### src/rtl/lcb_frame_packer.sv
// LCB frame packer: fetches 12 ten-bit measures from sample memory and
// streams them to the UART as a 15-byte frame (3 x {MSB byte, 4 LSB bytes}).
module lcb_frame_packer #(
    parameter int RD_LAT     = 2,
    parameter int NUM_FRAMES = 24
) (
    input  logic       clk,
    input  logic       reset,
    input  logic       rqValid,
    input  logic [4:0] rqNumber,
    output logic [8:0] smpAddr,
    output logic       smpRdEn,
    input  logic [9:0] smpData,
    output logic [7:0] txData,
    output logic       txStart,
    input  logic       txBusy,
    output logic       busy,
    output logic       frameDone,
    output logic       rqError,
    output logic       test
);
    typedef enum logic [2:0] {
        IDLE, FETCH, WAIT_IDLE, START, WAIT_DONE
    } state_t;

    localparam logic [2:0] LAT        = 3'(RD_LAT);
    localparam logic [1:0] LAT2       = 2'(RD_LAT);
    localparam logic [2:0] FETCH_LAST = 3'(RD_LAT + 3);
    localparam logic [5:0] NF         = 6'(NUM_FRAMES);

    state_t          state_q, state_d;
    logic [8:0]      base_q, base_d;
    logic [1:0]      grp_q, grp_d;
    logic [3:0]      bcnt_q, bcnt_d;
    logic [2:0]      fcnt_q, fcnt_d;
    logic [3:0][9:0] m_q, m_d;
    logic            busy_q, busy_d;
    logic            done_q, done_d;
    logic            err_q, err_d;

    logic [3:0] pos;
    logic [1:0] cap;
    logic [7:0] byte_val;

    // position within the current group and the read slot landing this cycle
    assign pos = bcnt_q - ({grp_q, 2'b00} + {2'b00, grp_q});
    assign cap = fcnt_q[1:0] - LAT2;

    always_comb begin
        byte_val = 8'h00;
        case (pos)
            4'd0: byte_val = {m_q[0][9:8], m_q[1][9:8],
                              m_q[2][9:8], m_q[3][9:8]};
            4'd1: byte_val = m_q[0][7:0];
            4'd2: byte_val = m_q[1][7:0];
            4'd3: byte_val = m_q[2][7:0];
            4'd4: byte_val = m_q[3][7:0];
            default: byte_val = 8'h00;
        endcase
    end

    always_comb begin
        state_d = state_q;
        base_d  = base_q;
        grp_d   = grp_q;
        bcnt_d  = bcnt_q;
        fcnt_d  = fcnt_q;
        m_d     = m_q;
        busy_d  = busy_q;
        done_d  = 1'b0;
        err_d   = 1'b0;
        smpRdEn = 1'b0;
        smpAddr = 9'd0;
        txStart = 1'b0;
        txData  = 8'h00;
        unique case (state_q)
            IDLE: begin
                if (rqValid) begin
                    if ({1'b0, rqNumber} < NF) begin
                        base_d  = 9'({rqNumber, 3'b000})
                                + 9'({rqNumber, 2'b00});
                        busy_d  = 1'b1;
                        grp_d   = 2'd0;
                        bcnt_d  = 4'd0;
                        fcnt_d  = 3'd0;
                        state_d = FETCH;
                    end else begin
                        err_d = 1'b1;
                    end
                end
            end
            FETCH: begin
                fcnt_d = fcnt_q + 3'd1;
                if (fcnt_q < 3'd4) begin
                    smpRdEn = 1'b1;
                    smpAddr = base_q + {5'd0, grp_q, 2'b00}
                            + {7'd0, fcnt_q[1:0]};
                end
                if (fcnt_q >= LAT) begin
                    m_d[cap] = smpData;
                end
                if (fcnt_q == FETCH_LAST) begin
                    fcnt_d  = 3'd0;
                    state_d = txBusy ? WAIT_IDLE : START;
                end
            end
            WAIT_IDLE: begin
                txData = byte_val;
                if (!txBusy) begin
                    state_d = START;
                end
            end
            START: begin
                txData  = byte_val;
                txStart = 1'b1;
                if (txBusy) begin
                    state_d = WAIT_DONE;
                end
            end
            WAIT_DONE: begin
                txData = byte_val;
                if (!txBusy) begin
                    if (pos != 4'd4) begin
                        bcnt_d  = bcnt_q + 4'd1;
                        state_d = START;
                    end else if (grp_q != 2'd2) begin
                        bcnt_d  = bcnt_q + 4'd1;
                        grp_d   = grp_q + 2'd1;
                        state_d = FETCH;
                    end else begin
                        bcnt_d  = 4'd0;
                        grp_d   = 2'd0;
                        busy_d  = 1'b0;
                        done_d  = 1'b1;
                        state_d = IDLE;
                    end
                end
            end
            default: state_d = IDLE;
        endcase
    end

    always_ff @(posedge clk) begin
        if (reset) begin
            state_q <= IDLE;
            base_q  <= 9'd0;
            grp_q   <= 2'd0;
            bcnt_q  <= 4'd0;
            fcnt_q  <= 3'd0;
            m_q     <= '0;
            busy_q  <= 1'b0;
            done_q  <= 1'b0;
            err_q   <= 1'b0;
        end else begin
            state_q <= state_d;
            base_q  <= base_d;
            grp_q   <= grp_d;
            bcnt_q  <= bcnt_d;
            fcnt_q  <= fcnt_d;
            m_q     <= m_d;
            busy_q  <= busy_d;
            done_q  <= done_d;
            err_q   <= err_d;
        end
    end

    assign busy      = busy_q;
    assign frameDone = done_q;
    assign rqError   = err_q;
    assign test      = bcnt_q[3];

endmodule

### config.mk
export PLATFORM = sky130hd
export DESIGN_NAME = lcb_frame_packer
export DESIGN_NICKNAME = d
export VERILOG_FILES = /design/src/rtl/lcb_frame_packer.sv
export SDC_FILE = /design/constraint.sdc
export NUM_CORES = 1
export LEC_CHECK = 0
export BUFFER_PORTS_ARGS = -buffer_cell sky130_fd_sc_hd__clkbuf_2
export CAP_MARGIN = 20
export CORE_ASPECT_RATIO = 1.75
export CORE_UTILIZATION = 25
export DETAILED_ROUTE_END_ITERATION = 7
export PLACE_DENSITY = 0.47
export SLEW_MARGIN = 20
export SYNTH_ARGS = -nofsm -noshare
export SYNTH_HDL_FRONTEND = slang
export SYNTH_SLANG_ARGS = --single-unit
### constraint.sdc
create_clock -name clk -period 8.15 [get_ports clk]
set_input_delay 0.4075 -clock clk [delete_from_list [all_inputs] [get_ports clk]]
set_output_delay 0.4075 -clock clk [all_outputs]
set_load 0.05 [all_outputs]
==> flow_summary.ini <==
[grt]
use_met3_pct = 2.52
met2_usage_pct = 25.8
grt_max_degree = 62
grt-ovfl-total = 0
grt_pass1_vias = 2994
grtUsageTotal_pct = 14.6
gr-usage-met1_pct = 16.3
grt_pass1_wl_um = 14900
antenna_found_initial = 0
busiest_layer = met2

[power_and_ir_drop]
power_leakage_uw = 0.00153
power_density_nw_per_um2 = 208
fin_total_pwr_uw = 827
peakVddDrop_mv = 0.0871

[detailed_routing]
first_iter_violations = 139
via_count = 2952
avgViaCountPerCell = 4.72
drtPass1Iterations = 4
ant_nets = 0
drc_errors = 0
wl_um = 9050
routedWlPerCell_um = 14.5

[sta]
tns_ps = 0
min_period_ps = 3730
max_slew_margin_pct = 47.1
fmax_mhz = 268
hold_violations = 0
rsz0062_at_grt = no
clock_skew_ps = 7.15
worst_pin_slew_ps = 792
finalSetupViolations = 0
drv_slew = 0
post-route-period-util_pct = 45.8

[clocking]
cts_root_buf = clkbuf_16
cts.sink_count = 62
numCtsBuffers = 9
cts_tree = done
postCtsHoldBufs = 0
postCtsSetupBuffers = 0
path_clk_slew_ps = 50
cts_resized = 0
cts.htree.levels = 3
clock_latency_ps = 330
clockBufferDepth = 2

[yosys]
syn_inst = 416
syn-cell-area_um2 = 3300
yosys_warnings = 0
synth-edff-count = 0
ys_seq_area_share_pct = 37.6
syn_avg_cell_area_um2 = 7.94
ys_types = 49
ys_seq_elements = 62
async_flop_share_pct = 0
synth_nets = 451
ys.flop_type = dfxtp_1

[critical_path]
criticalPathCategory = reg2out
endpoint_kind = primary output
critical_path.max_fanout = 10
required_ps = 7740
arrival_ps = 3330
startpoint_type = flip-flop

[finish]
n_fill_cell = 1456
num_antenna_cells = 0
area_delta_synth_final_pct = 20.5
stdcell_count = 626
drive_gt1_share_pct = 14.7
final_area_um2 = 3980
nets = 485
fin_util_pct = 30.8
regArea_um2 = 1240
multiInputGateArea_um2 = 1900

[floorplan]
std_cell_rows = 55
start_util_pct = 25.5
pin_count = 42
core_um2 = 12900
die_height_um = 154
dieArea_um2 = 13700
die_w_um = 88.9

[place]
port-buffer-count = 41
dpl.hpwl_um = 6420
dp.cells = 610
place.gp.congestion = 0.781
place_area_um2 = 3660

[min_path]
hold_path.class = in2reg

[run_status]
status = completed

[flow_run]
drv_cap = 0
where the power goes:
group,switching [µW],internal (µW),total [µW]
Combinational,65.9,34.5,100
Clock,137,275,412
Sequential,6.48,308,315
final cells by class:
class                   instances  area share (%)
multi-input cells             314            47.8
flip-flops and latches         62            31.2
clock buffers                  12            6.19
repair buffers                 46            6.10
well taps                     171            5.38
clock inverters                 4            1.76
inverters                      17            1.60
logic make-up after synthesis:
family          after synthesis  share of synthesized area, %
compound gates               94                          16.9
xor+xnor                     12                          4.17
fa+ha+maj                    16                          6.74
buf+inv                      40                          4.89
flops                        62                          37.6
mux                          18                          5.45
simple gates                174                          24.3
path summary, 6_finish.rpt:
| path | slack (ps) | startpoint | end | cells past startpoint |
|---|---|---|---|---|
| worst max register to register | 5330 | bcnt_q[0]$_SDFFE_PP0P_ | bcnt_q[2]$_SDFFE_PP0P_ | 10 |
| worst min register to register | 450 | m_q[1]$_SDFFE_PP0P_ | m_q[1]$_SDFFE_PP0P_ | 2 |
| worst min-delay path | 320 | rqNumber[0] | base_q[2]$_SDFFE_PP0P_ | 3 |
| worst max-delay path | 4420 | bcnt_q[0]$_SDFFE_PP0P_ | txData[0] | 11 |
cells in the final DEF (no fill, tap or decap), drive strengths merged, types with 2 or more instances in the layout:
master,synthesis,final
nand3,25,25
dfxtp,62,62
o2bb2ai,8,8
nand2,77,77
nand4,3,3
buf,10,5
nor3,2,2
nor2b,2,2
xor2,3,3
or3,2,2
clkinv,0,2
o31ai,2,2
and2,6,6
o32ai,2,2
o22ai,3,3
clkbuf,13,53
o21ai,4,4
fa,3,3
inv,17,17
a21oi,61,61
a211oi,4,4
ha,13,13
o311ai,2,2
xnor2,8,8
nor3b,2,2
bufinv,0,2
mux2i,18,18
nand2b,4,4
nand3b,4,4
nor2,41,41
metrics by stage:
| step | hold WS, ps | setup WS (ps) |
|---|---|---|
| 2_1_floorplan | 436 | 4810 |
| 3_5_place_dp | 447 | 4680 |
| 4_1_cts | 310 | 4330 |
| 5_1_grt | 323 | 4080 |
| 3_3_place_gp | 445 | 4800 |
| 6_report | 317 | 4420 |
metal layers:
metal	vias to the layer above	wire, µm	part of all wire, %
met4	0	194	2.1
met2	68	4670	52
li1	1500	-	-
met3	13	362	4.0
met5	-	0	0
met1	1371	3830	42
Yosys cell counts (all sizes together), types with 3 or more instances:
cell type / instances / share of area [%]
nand2: 77 / 8.8
dfxtp: 62 / 38
a21oi: 61 / 9.2
nor2: 41 / 4.7
nand3: 25 / 3.8
mux2i: 18 / 5.5
inv: 17 / 1.9
clkbuf: 13 / 1.5
ha: 13 / 4.9
buf: 10 / 1.5
o2bb2ai: 8 / 2.1
xnor2: 8 / 2.7
and2: 6 / 1.1
a211oi: 4 / 0.91
nand2b: 4 / 0.76
nand3b: 4 / 0.91
o21ai: 4 / 0.61
fa: 3 / 1.8
nand4: 3 / 0.76
o22ai: 3 / 0.57
xor2: 3 / 0.80
sequential cells by signal, indices dropped and copies added (netlist names):
register   count
m_q           40
base_q         7
bcnt_q         4
fcnt_q         3
state_q        3
grp_q          2
busy           1
frameDone      1
rqError        1
worst max-delay path: stages (launching register included):
cell,delay (ps)
dfxtp_1,410
inv_1,70
ha_1,290
inv_1,70
ha_1,150
nor2_1,60
fa_1,730
nand2_1,120
a22oi_1,200
nand3_1,330
nor2_1,250
clkbuf_2,300
(Power assumes the default switching activity.)
